`src/rtl/ram_bist_ctrl_pkg.sv`:
```
// ram_bist_ctrl_pkg
//   Shared definitions for the RAM BIST controller: FSM state encoding.
//   No ports; imported by ram_bist_ctrl.
package ram_bist_ctrl_pkg;

  // March sequencer states. DRAIN waits out the RAM read latency after the
  // last read address so that every readback word is compared.
  typedef enum logic [2:0] {
    ST_IDLE  = 3'd0,
    ST_WRITE = 3'd1,
    ST_READ  = 3'd2,
    ST_DRAIN = 3'd3,
    ST_DONE  = 3'd4
  } state_t;

endpackage

```
`src/rtl/ram_bist_ctrl_rdpipe.sv`:
```
// ram_bist_ctrl_rdpipe
//   RD_LAT-stage shift register carrying (valid, addr, expected) alongside the
//   RAM read pipeline, so the stage output lines up with douta.
// Ports:
//   clk, rst              clock, synchronous active-high reset (clears valid)
//   in_valid/addr/exp     entry pushed on every clock edge
//   out_valid/addr/exp    entry pushed RD_LAT edges earlier
module ram_bist_ctrl_rdpipe #(
  parameter int RD_LAT = 1,
  parameter int ADDR_W = 6,
  parameter int DATA_W = 32
) (
  input  logic              clk,
  input  logic              rst,
  input  logic              in_valid,
  input  logic [ADDR_W-1:0] in_addr,
  input  logic [DATA_W-1:0] in_exp,
  output logic              out_valid,
  output logic [ADDR_W-1:0] out_addr,
  output logic [DATA_W-1:0] out_exp
);

  logic [RD_LAT-1:0] vld;
  logic [ADDR_W-1:0] adr [RD_LAT];
  logic [DATA_W-1:0] exp_q [RD_LAT];

  // Delay line shift; reset empties it so no stale compare fires later.
  always_ff @(posedge clk) begin
    if (rst) begin
      vld <= '0;
      for (int i = 0; i < RD_LAT; i++) begin
        adr[i]   <= '0;
        exp_q[i] <= '0;
      end
    end else begin
      vld[0]   <= in_valid;
      adr[0]   <= in_addr;
      exp_q[0] <= in_exp;
      for (int i = 1; i < RD_LAT; i++) begin
        vld[i]   <= vld[i-1];
        adr[i]   <= adr[i-1];
        exp_q[i] <= exp_q[i-1];
      end
    end
  end

  assign out_valid = vld[RD_LAT-1];
  assign out_addr  = adr[RD_LAT-1];
  assign out_exp   = exp_q[RD_LAT-1];

endmodule

```
`src/rtl/ram_bist_ctrl.sv`:
```
// ram_bist_ctrl
//   Two-pass write/readback march BIST over a single-port RAM. Pass 0 writes
//   seed+addr, pass 1 writes ~(seed+addr); every word is read back and compared.
// Ports:
//   clka, rsta           clock, synchronous active-high reset
//   start, seed          run request (accepted in IDLE/DONE) and pattern base
//   mem_addra/dina/wea   RAM command port, owned by this block while busy
//   mem_douta            RAM read data, valid RD_LAT cycles after the address
//   busy, done, pass     run status; pass valid while done
//   err_count            saturating mismatch count over both passes
//   first_err_addr/pass  location of the first mismatch (0 if none)
module ram_bist_ctrl
  import ram_bist_ctrl_pkg::*;
#(
  parameter int ADDR_W = 6,
  parameter int DATA_W = 32,
  parameter int RD_LAT = 1,
  parameter int ERR_W  = 8
) (
  input  logic              clka,
  input  logic              rsta,
  input  logic              start,
  input  logic [DATA_W-1:0] seed,
  output logic [ADDR_W-1:0] mem_addra,
  output logic [DATA_W-1:0] mem_dina,
  output logic              mem_wea,
  input  logic [DATA_W-1:0] mem_douta,
  output logic              busy,
  output logic              done,
  output logic              pass,
  output logic [ERR_W-1:0]  err_count,
  output logic [ADDR_W-1:0] first_err_addr,
  output logic              first_err_pass
);

  localparam logic [ADDR_W-1:0] ADDR_LAST = '1;
  localparam logic [2:0]        LAT_LAST  = 3'(RD_LAT - 1);
  localparam logic [ERR_W-1:0]  ERR_MAX   = '1;

  state_t            state, state_nxt;
  logic [ADDR_W-1:0] addr;
  logic              phase;
  logic [2:0]        lat_cnt;
  logic [DATA_W-1:0] seed_q;
  logic [DATA_W-1:0] pat;
  logic              start_ok;
  logic              addr_last;
  logic              drain_last;
  logic              pv;
  logic [ADDR_W-1:0] paddr;
  logic [DATA_W-1:0] pexp;
  logic              mismatch;

  function automatic logic [DATA_W-1:0] pattern(input logic [DATA_W-1:0] s,
                                                input logic [ADDR_W-1:0] a,
                                                input logic              p);
    logic [DATA_W-1:0] sum;
    sum = s + DATA_W'(a);
    return p ? ~sum : sum;
  endfunction

  // busy also covers the one result-registration cycle spent in DONE, so a
  // start there is still ignored.
  assign start_ok   = start && !busy && ((state == ST_IDLE) || (state == ST_DONE));
  assign addr_last  = (addr == ADDR_LAST);
  assign drain_last = (lat_cnt == LAT_LAST);
  assign pat        = pattern(seed_q, addr, phase);
  assign mismatch   = pv && (mem_douta != pexp);

  // State register.
  always_ff @(posedge clka) begin
    if (rsta) begin
      state <= ST_IDLE;
    end else begin
      state <= state_nxt;
    end
  end

  // Next-state and RAM command decode.
  always_comb begin
    state_nxt = state;
    mem_wea   = 1'b0;
    mem_addra = addr;
    mem_dina  = '0;
    case (state)
      ST_IDLE: begin
        if (start_ok) state_nxt = ST_WRITE;
        else          state_nxt = ST_IDLE;
      end
      ST_WRITE: begin
        mem_wea  = 1'b1;
        mem_dina = pat;
        if (addr_last) state_nxt = ST_READ;
        else           state_nxt = ST_WRITE;
      end
      ST_READ: begin
        if (addr_last) state_nxt = ST_DRAIN;
        else           state_nxt = ST_READ;
      end
      ST_DRAIN: begin
        if (drain_last) state_nxt = phase ? ST_DONE : ST_WRITE;
        else            state_nxt = ST_DRAIN;
      end
      ST_DONE: begin
        if (start_ok) state_nxt = ST_WRITE;
        else          state_nxt = ST_DONE;
      end
      default: state_nxt = ST_IDLE;
    endcase
  end

  // Address/phase/drain counters and run status.
  always_ff @(posedge clka) begin
    if (rsta) begin
      addr    <= '0;
      phase   <= 1'b0;
      lat_cnt <= 3'd0;
      seed_q  <= '0;
      busy    <= 1'b0;
      done    <= 1'b0;
      pass    <= 1'b0;
    end else if (start_ok) begin
      addr    <= '0;
      phase   <= 1'b0;
      lat_cnt <= 3'd0;
      seed_q  <= seed;
      busy    <= 1'b1;
      done    <= 1'b0;
      pass    <= 1'b0;
    end else begin
      case (state)
        // DEPTH is a power of two, so the increment wraps to 0 exactly at
        // the phase change.
        ST_WRITE, ST_READ: addr <= addr + 1'b1;
        ST_DRAIN: begin
          lat_cnt <= drain_last ? 3'd0 : lat_cnt + 3'd1;
          if (drain_last) phase <= 1'b1;
        end
        // Last compare landed on the edge that entered DONE; publish now.
        ST_DONE: begin
          if (busy) begin
            busy <= 1'b0;
            done <= 1'b1;
            pass <= (err_count == '0);
          end
        end
        default: ;
      endcase
    end
  end

  // Error bookkeeping: saturating count, first-failure location.
  always_ff @(posedge clka) begin
    if (rsta || start_ok) begin
      err_count      <= '0;
      first_err_addr <= '0;
      first_err_pass <= 1'b0;
    end else if (mismatch) begin
      if (err_count != ERR_MAX) err_count <= err_count + 1'b1;
      if (err_count == '0) begin
        first_err_addr <= paddr;
        first_err_pass <= phase;
      end
    end
  end

  ram_bist_ctrl_rdpipe #(
    .RD_LAT(RD_LAT),
    .ADDR_W(ADDR_W),
    .DATA_W(DATA_W)
  ) u_rdpipe (
    .clk      (clka),
    .rst      (rsta),
    .in_valid (state == ST_READ),
    .in_addr  (addr),
    .in_exp   (pat),
    .out_valid(pv),
    .out_addr (paddr),
    .out_exp  (pexp)
  );

endmodule

```
`config.mk`:
```
export PLATFORM = sky130hd
export DESIGN_NAME = ram_bist_ctrl
export DESIGN_NICKNAME = d
export VERILOG_FILES = /design/src/rtl/ram_bist_ctrl_pkg.sv /design/src/rtl/ram_bist_ctrl_rdpipe.sv /design/src/rtl/ram_bist_ctrl.sv
export SDC_FILE = /design/constraint.sdc
export NUM_CORES = 1
export LEC_CHECK = 0
export CAP_MARGIN = 20
export CORE_MARGIN = 2
export CORE_UTILIZATION = 50
export DETAILED_ROUTE_END_ITERATION = 10
export MAX_ROUTING_LAYER = met4
export PLACE_DENSITY = 0.78
export RECOVER_POWER = 50
export SYNTH_ARGS = -nofsm -noshare
export SYNTH_HDL_FRONTEND = slang
export SYNTH_SLANG_ARGS = --single-unit
```
`constraint.sdc`:
```
create_clock -name clka -period 3.4 [get_ports clka]
set_input_delay 0.34 -clock clka [delete_from_list [all_inputs] [get_ports clka]]
set_output_delay 0.34 -clock clka [all_outputs]
set_load 0.05 [all_outputs]
```
==> results.md, run 1 <==
* Clk_skew at 0.0184 ns
* Yosys warns at 0
* Diodes inserted at 0
* DRC at 0
* #FFs+latches synth at 102
* Synth cell types at 57
* Post-layout nets at 802
* Fmax at between 0.3 and 0.4 GHz
* Max Buffers Root-to-Sink at 2
* Ys flop type: dfxtp_1
* Sequential-to-total area share from yosys stat at 39.8%
* Vias in the first global route at 4199
* Worst path cell trace: ha_1, a21o_1, a21o_1, a31oi_1, xnor2_1, nor2_1, clkdlybuf4s50_1
* Status: finished with violations
* Max_slew headroom at -21.0%
* Gpl congestion at 0.934
* Worst r2r path cells at 10
* Leak Pwr at about 2.7 nW
* IO Count at 124
* Synth Net Count at 698
* CTS tree: built
* Peak supply drop at 0.000273 V
* Clock latency on the worst-skew pair at 0.36 ns
* Slowest-stage cell, CP: clkdlybuf4s50_1
* Count of endpoints failing setup in the final report at 0
* Final Slew Violations at 79
* H-Tree Depth at 3
* Max incr delay on CP at 0.83 ns
* TritonCTS Buffers at 9
* RSZ-0062 raised after global routing: no
* WS Path Type: reg2out
* Routed Antenna Nets at 0
* Slew @ Worst Pin at between 1.5 and 2 ns
* Area Overhead vs Synth at 34.3%
* First-pass GRT wire length at 21.6 mm
* Drt first pass iters at 4
* Mapped Avg Cell Area at 8.28 sq um
* Number of synthesized flops with an enable pin at 0
* Max FO, Critical Path at 6
* WL/cell at between 15 and 20 microns
* Total gr overflow at 0
* Die width at 105 microns
* Largest net degree at the start of global routing at 43
* Routed WL at 13.5 mm
* Routed via count at 4494
* Sink Count at 102
* # rows at 36
* Reg2reg setup slack at 0.92 ns
* Full die area at 11100 sq um
* DIE HEIGHT at 105 microns
* Initial Util at 52.0%
* PortBufs at about 120
* Post-route minimum period at 3.18 ns
* CORE AREA at roughly 10000 sq um
* CTS Root Cell: clkbuf_8
* Final hold vios at 0
* Startpoint types: flip-flop
* Initial antenna violation count at 0
* Most frequent CP cell: a21o_1
* Setup TNS at 0 ns
* HP Class: reg2reg
* Mapped Area at around 5100 sq um
* Max-cap violations at 2
* DP Wirelength at 10.4 mm
* Pwr dens at 371 nW/um^2
* Tot Pwr at 2.56 mW
* DRT iter0 DRCs at 239
* Cells after synthesis at slightly above 600
* Fill cell count at 801
* Tot GR Track Use at around 25%
* DR vias/cell at roughly 5.2
* Final Cycle Share at 93.4%
* Worst setup EP type: output port
* Clock Pin Slew Worst Setup and Hold Paths at approximately 0.10 ns
* Crit path required time at 3.06 ns
* Share of cells above drive strength 1 at 8.52%
* Ys async rst share at 0%
* WHS Path Cells at 2
* Failing checks: capacitance limit, slew limit
* WP data arrival at 2.84 ns
-- sequential cells by signal (all words and copies together) (netlist names) --
name and count:
phase 1, state 3, busy 1, u_rdpipe.out_valid 1, pass 1, first_err_addr 6, done 1, lat_cnt 3
mem_addra 6, err_count 8, first_err_pass 1, seed_q 32, u_rdpipe.adr 6, u_rdpipe.exp_q 32
-- per-stage QoR --
stage                     setup WS, ns  utilization (%)  hold WS (ns)  instance area, sq um  std cells
after floorplan                 0.0227                -         0.421                  5130        619
after global placement           0.530             67.4         0.435                  6650        844
after detailed placement         0.503             67.4         0.445                  6650        844
after CTS                       0.0799             69.6         0.461                  6870        860
after global routing            0.0274             69.8         0.494                  6890        861
final                            0.225             69.8         0.461                  6890        861
-- worst paths after layout --
| path | startpoint | to |
|---|---|---|
| setup / recovery | mem_addra[1] | mem_dina[5] |
| hold / removal | first_err_addr[2] | first_err_addr[2] |
| setup reg to reg | mem_addra[0] | u_rdpipe.exp_q[0][18] |
| hold reg to reg | first_err_addr[2] | first_err_addr[2] |
-- what timing repair did --
item                                    4_1_cts  5_1_grt
hold buffers                                  0        0
gates resized for setup                       0        2
buffers inserted                              0        1
endpoints found under the setup margin        0       19
-- cells in the mapped netlist (all sizes together) (2+ instances only) --
library cell | n | area share [%]
a211oi | 2 | 0.29
a21o | 2 | 0.29
a21oi | 45 | 4.5
a31oi | 2 | 0.24
and2 | 3 | 0.39
and3 | 11 | 1.3
and4 | 2 | 0.34
buf | 16 | 2.0
clkbuf | 21 | 1.5
dfxtp | 102 | 40
ha | 11 | 2.7
inv | 14 | 1.0
mux2i | 3 | 0.59
nand2 | 88 | 6.5
nand2b | 4 | 0.63
nand3 | 13 | 1.3
nand4 | 7 | 0.85
nor2 | 90 | 6.7
nor2b | 8 | 0.98
nor3 | 8 | 0.88
nor4 | 16 | 2.3
o2111ai | 8 | 1.4
o211ai | 5 | 0.73
o21a | 3 | 0.44
o21ai | 14 | 1.4
or2 | 2 | 0.24
or3 | 3 | 0.37
xnor2 | 49 | 8.4
xor2 | 50 | 8.5
-- logic make-up (layout without fill, tap and decap cells) --
family | Yosys count | count (layout) | synth area share, %
buffers and inverters | 51 | 160 | 4.51
muxes | 3 | 3 | 0.586
adders and majority gates | 12 | 12 | 3.07
DFF | 102 | 102 | 39.8
AOI/OAI and AO/OA | 91 | 91 | 11.2
and+or+nand+nor | 261 | 261 | 23.9
xor gates and xnor gates | 99 | 99 | 16.9
-- worst max-delay path, delay by kind of cell (launching register included) --
family / cells / cell delay [ns]
compound gates: 3 / 0.65
xor+xnor: 1 / 0.15
fa+ha+maj: 1 / 0.27
buf+inv: 1 / 0.83
flops: 1 / 0.45
simple gates: 1 / 0.15
-- cell type report --
class                      count  area [sq um]  area share (%)
timing repair buffer         130          1540            22.4
clock inverter                 6          92.6            1.34
clock buffer                  10           128            1.85
tap                          133           166            2.42
inverter                      14          52.6           0.763
sequential                   102          2040            29.7
multi-input combinational    466          2860            41.5
-- power breakdown --
group          switching, mW  internal (mW)  total (mW)
clock network          0.417          0.420       0.837
registers             0.0491           1.24        1.29
logic                  0.234          0.194       0.427
-- per-layer routing --
layer / GRT usage [%] / routed length [microns] / vias up
met4: 5.43 / 129 / 0
met2: 39.3 / 6250 / 134
li1: - / - / 2275
met5: - / 0 / -
met3: 2.78 / 578 / 11
met1: 34.8 / 6500 / 2074
-- cell usage in the layout, fill, tap and decap left out, drive strengths merged, types with 11 or more instances in the layout --
cell           count
nand3             13
clkbuf            12
xor2              50
dfxtp            102
and3              11
nor4              16
o21ai             14
ha                11
dlygate4sd3       18
inv               16
a21oi             45
buf               32
xnor2             49
clkdlybuf4s50     78
nand2             88
nor2              90
No activity file was read; power rests on OpenSTA's default activity.
==> run 2: changes to the inputs <==
HOLD_SLACK_MARGIN = 0.08   (was default)
==> results of run 2 <==
The final DEF is identical to that of run 1; final timing and power are the same.
==> run 3: changes to the inputs <==
CORE_UTILIZATION = 30   (was 50)
PLACE_DENSITY = 0.52   (was 0.78)
==> run 3 against run 2 <==
  * The run still ends with capacitance limit, slew limit left
  * Clock power increased by 19%
  * Critical path depth increased by 1
  * First-iteration DRC count decreased by 13%
  * Final cell count increased by 10%
  * Count of clock-buffer cells in the layout increased by 1
  * Hold slack got worse by 0.0088 ns
  * Sequential share of layout area decreased by 0.72 points
  * Flip-flop and latch count unchanged
  * Critical endpoint is now mem_dina[9]
==> results.md, run 3 (same netlist as run 1, synthesis figures left out) <==
* Status: finished with violations (unchanged)
* Failing checks: capacitance limit, slew limit (unchanged)
* HP Class: reg2reg (unchanged)
* Post-layout nets at 803 (was 802)
* Fmax at 0.312 GHz (was 0.315 GHz)
* Routed via count at 4390 (was 4494)
* RSZ-0062 raised after global routing: no (unchanged)
* Commonest non-fill, non-tap cell in the layout: dfxtp_1 (unchanged)
* Initial Util at 30.8% (was 52.0%)
* Routed Antenna Nets at 0 (unchanged)
* WP data arrival at 2.86 ns (was 2.84 ns)
* Leak Pwr at 2.74 nW (was 2.68 nW)
* Initial antenna violation count at 0 (unchanged)
* First-pass GRT wire length at 23.2 mm (was 21.6 mm)
* Total gr overflow at 0 (unchanged)
* Met1 Use GR at 23.5% (was 34.8%)
* Vias in the first global route at 4442 (was 4199)
* DRT iter0 DRCs at 207 (was 239)
* Max FO, Critical Path at 13 (was 6)
* Most frequent cells in the layout: 100 x dfxtp_1, 89 x nor2_1, 87 x nand2_1 (unchanged)
* Postcts setup bufs at 0 (unchanged)
* Routed WL at 14.5 mm (was 13.5 mm)
* Count of endpoints failing setup in the final report at 0 (unchanged)
* Diodes inserted at 0 (unchanged)
* WS Path Type: reg2out (unchanged)
* Sink Count at 102 (unchanged)
* Final Cycle Share at 94.2% (was 93.4%)
* Placed insts at 933 (was 844)
* Gpl congestion at 0.888 (was 0.934)
* Slew @ Worst Pin at 1.70 ns (was 1.82 ns)
* TritonCTS Buffers at 9 (unchanged)
* Most frequent CP cell: a21o_1 (unchanged)
* Peak supply drop at 0.000246 V (was 0.000273 V)
* GR Util met3 at 2.55% (was 2.78%)
* Crit path required time at 3.06 ns (about the same)
* CORE AREA at 16600 sq um (was 9860 sq um)
* DP Wirelength at 11.4 mm (was 10.4 mm)
* Pwr dens at 385 nW/um^2 (was 371 nW/um^2)
* Final Slew Violations at 40 (was 79)
* Max incr delay on CP at 0.67 ns (was 0.83 ns)
* PortBufs at 123 (unchanged)
* IO Count at 124 (unchanged)
* Largest regs: seed_q x32, u_rdpipe.exp_q x32, err_count x8 (unchanged)
* Max_slew headroom at -13.2% (was -21.0%)
* DRC at 0 (unchanged)
* Max-cap violations at 1 (was 2)
* Critical path buffers and inverters at 1 (unchanged)
* Die width at 135 microns (was 105 microns)
* DIE HEIGHT at 135 microns (was 105 microns)
* Area Overhead vs Synth at 37.6% (was 34.3%)
* Full die area at 18200 sq um (was 11100 sq um)
* Largest net degree at the start of global routing at 40 (was 43)
* Non-filler cells, final at 949 (was 861)
* Slowest-stage cell, CP: a311oi_4 (was clkdlybuf4s50_1)
* Fill cell count at 1692 (was 801)
* Final hold vios at 0 (unchanged)
* Worst path cell trace: ha_1, a21o_1, a21o_1, a311oi_4, nor3_1, xnor2_1, nor2_1, buf_12 (was ha_1, a21o_1, a21o_1, a31oi_1, xnor2_1, nor2_1, clkdlybuf4s50_1)
* Post-route minimum period at 3.20 ns (was 3.18 ns)
* Worst setup EP type: output port (unchanged)
* Setup TNS at 0 ns (unchanged)
* Tot GR Track Use at 16.8% (was 25.0%)
* Share of cells above drive strength 1 at 8.64% (was 8.52%)
* CTS Root Cell: clkbuf_16 (was clkbuf_8)
* # rows at 47 (was 36)
* Clock latency on the worst-skew pair at 0.35 ns (was 0.36 ns)
* WL/cell at 15.3 microns (was 15.6 microns)
* Clock Pin Slew Worst Setup and Hold Paths at 0.07 ns (was 0.10 ns)
* DR vias/cell at 4.63 (was 5.22)
* H-Tree Depth at 3 (unchanged)
* CTS tree: built (unchanged)
* Clk_skew at 0.00756 ns (was 0.0184 ns)
* Largest delay contributor family on the critical path: compound AO/OA/AOI/OAI gates (was buffers and inverters)
* Global route hottest layer: met2 (unchanged)
* Startpoint types: flip-flop (unchanged)
* Max Buffers Root-to-Sink at 2 (unchanged)
* Drt first pass iters at 4 (unchanged)
* WHS at 0.452 ns (was 0.461 ns)
* M2 GR Usage at 24.4% (was 39.3%)
[run 3: cell types whose count changed in the layout (fill, tap and decap cells not counted), sizes merged]
cell | before | now
bufinv | 2 | 1
clkbuf | 12 | 14
clkdlybuf4s50 | 78 | 77
clkinv | 0 | 4
clkinvlp | 2 | 0
dlymetal6s2s | 0 | 1
inv | 16 | 14
[run 3: worst register-to-register path, cell delays in order (launching register included)]
cell and delay, ns:
dfxtp_1 0.43, ha_1 0.26, a21o_1 0.17, a21o_1 0.23, a311oi_4 0.67, nor3_1 0.13
xnor2_1 0.32, nor2_1 0.07
[run 3: final timing paths]
kind,end,startpoint,slack [ns],cells past startpoint
setup / recovery,mem_dina[9],mem_addra[1],0.20,8
setup reg to reg,u_rdpipe.exp_q[0][9],mem_addra[1],0.95,7
hold / removal,first_err_addr[2],first_err_addr[2],0.45,2
hold reg to reg,first_err_addr[2],first_err_addr[2],0.45,2
[run 3: final cells by class]
cell class	count	area [sq um]	area share [%]
Clock buffer	11	233	3.30
Clock inverter	5	50.0	0.709
Inverter	14	52.6	0.745
Multi-Input combinational cell	466	2860	40.5
Sequential cell	102	2040	29.0
Tap cell	220	275	3.90
Timing Repair Buffer	131	1540	21.8
[run 3: timing repair]
item,CTS,global route
hold buffers,0,0
setup endpoints to repair,0,5
gates resized for setup,0,4
[run 3: where the power goes]
group	internal [mW]	switching [mW]
sequential	1.24	0.0457
clock	0.566	0.427
combinational	0.197	0.241
total	2.01	0.713
[run 3: per-stage QoR]
stage / cell area (sq um) / util, % / worst slack [ns] / power (mW)
after global routing: 7060 / 42.4 / 0.00886 / 2.85
after global placement: 6770 / 40.7 / 0.585 / 1.75
final: 7060 / 42.4 / 0.196 / 2.72
after floorplan: 5130 / - / 0.0227 / 1.56
after detailed placement: 6770 / 40.7 / 0.509 / 1.76
after CTS: 7050 / 42.4 / 0.113 / 2.76
[run 3: layer usage]
| metal | routed length [microns] | part of all wire (%) |
|---|---|---|
| met3 | 706 | 4.9 |
| met1 | 7270 | 50 |
| met5 | 0 | 0 |
| met4 | 282 | 1.9 |
| met2 | 6290 | 43 |
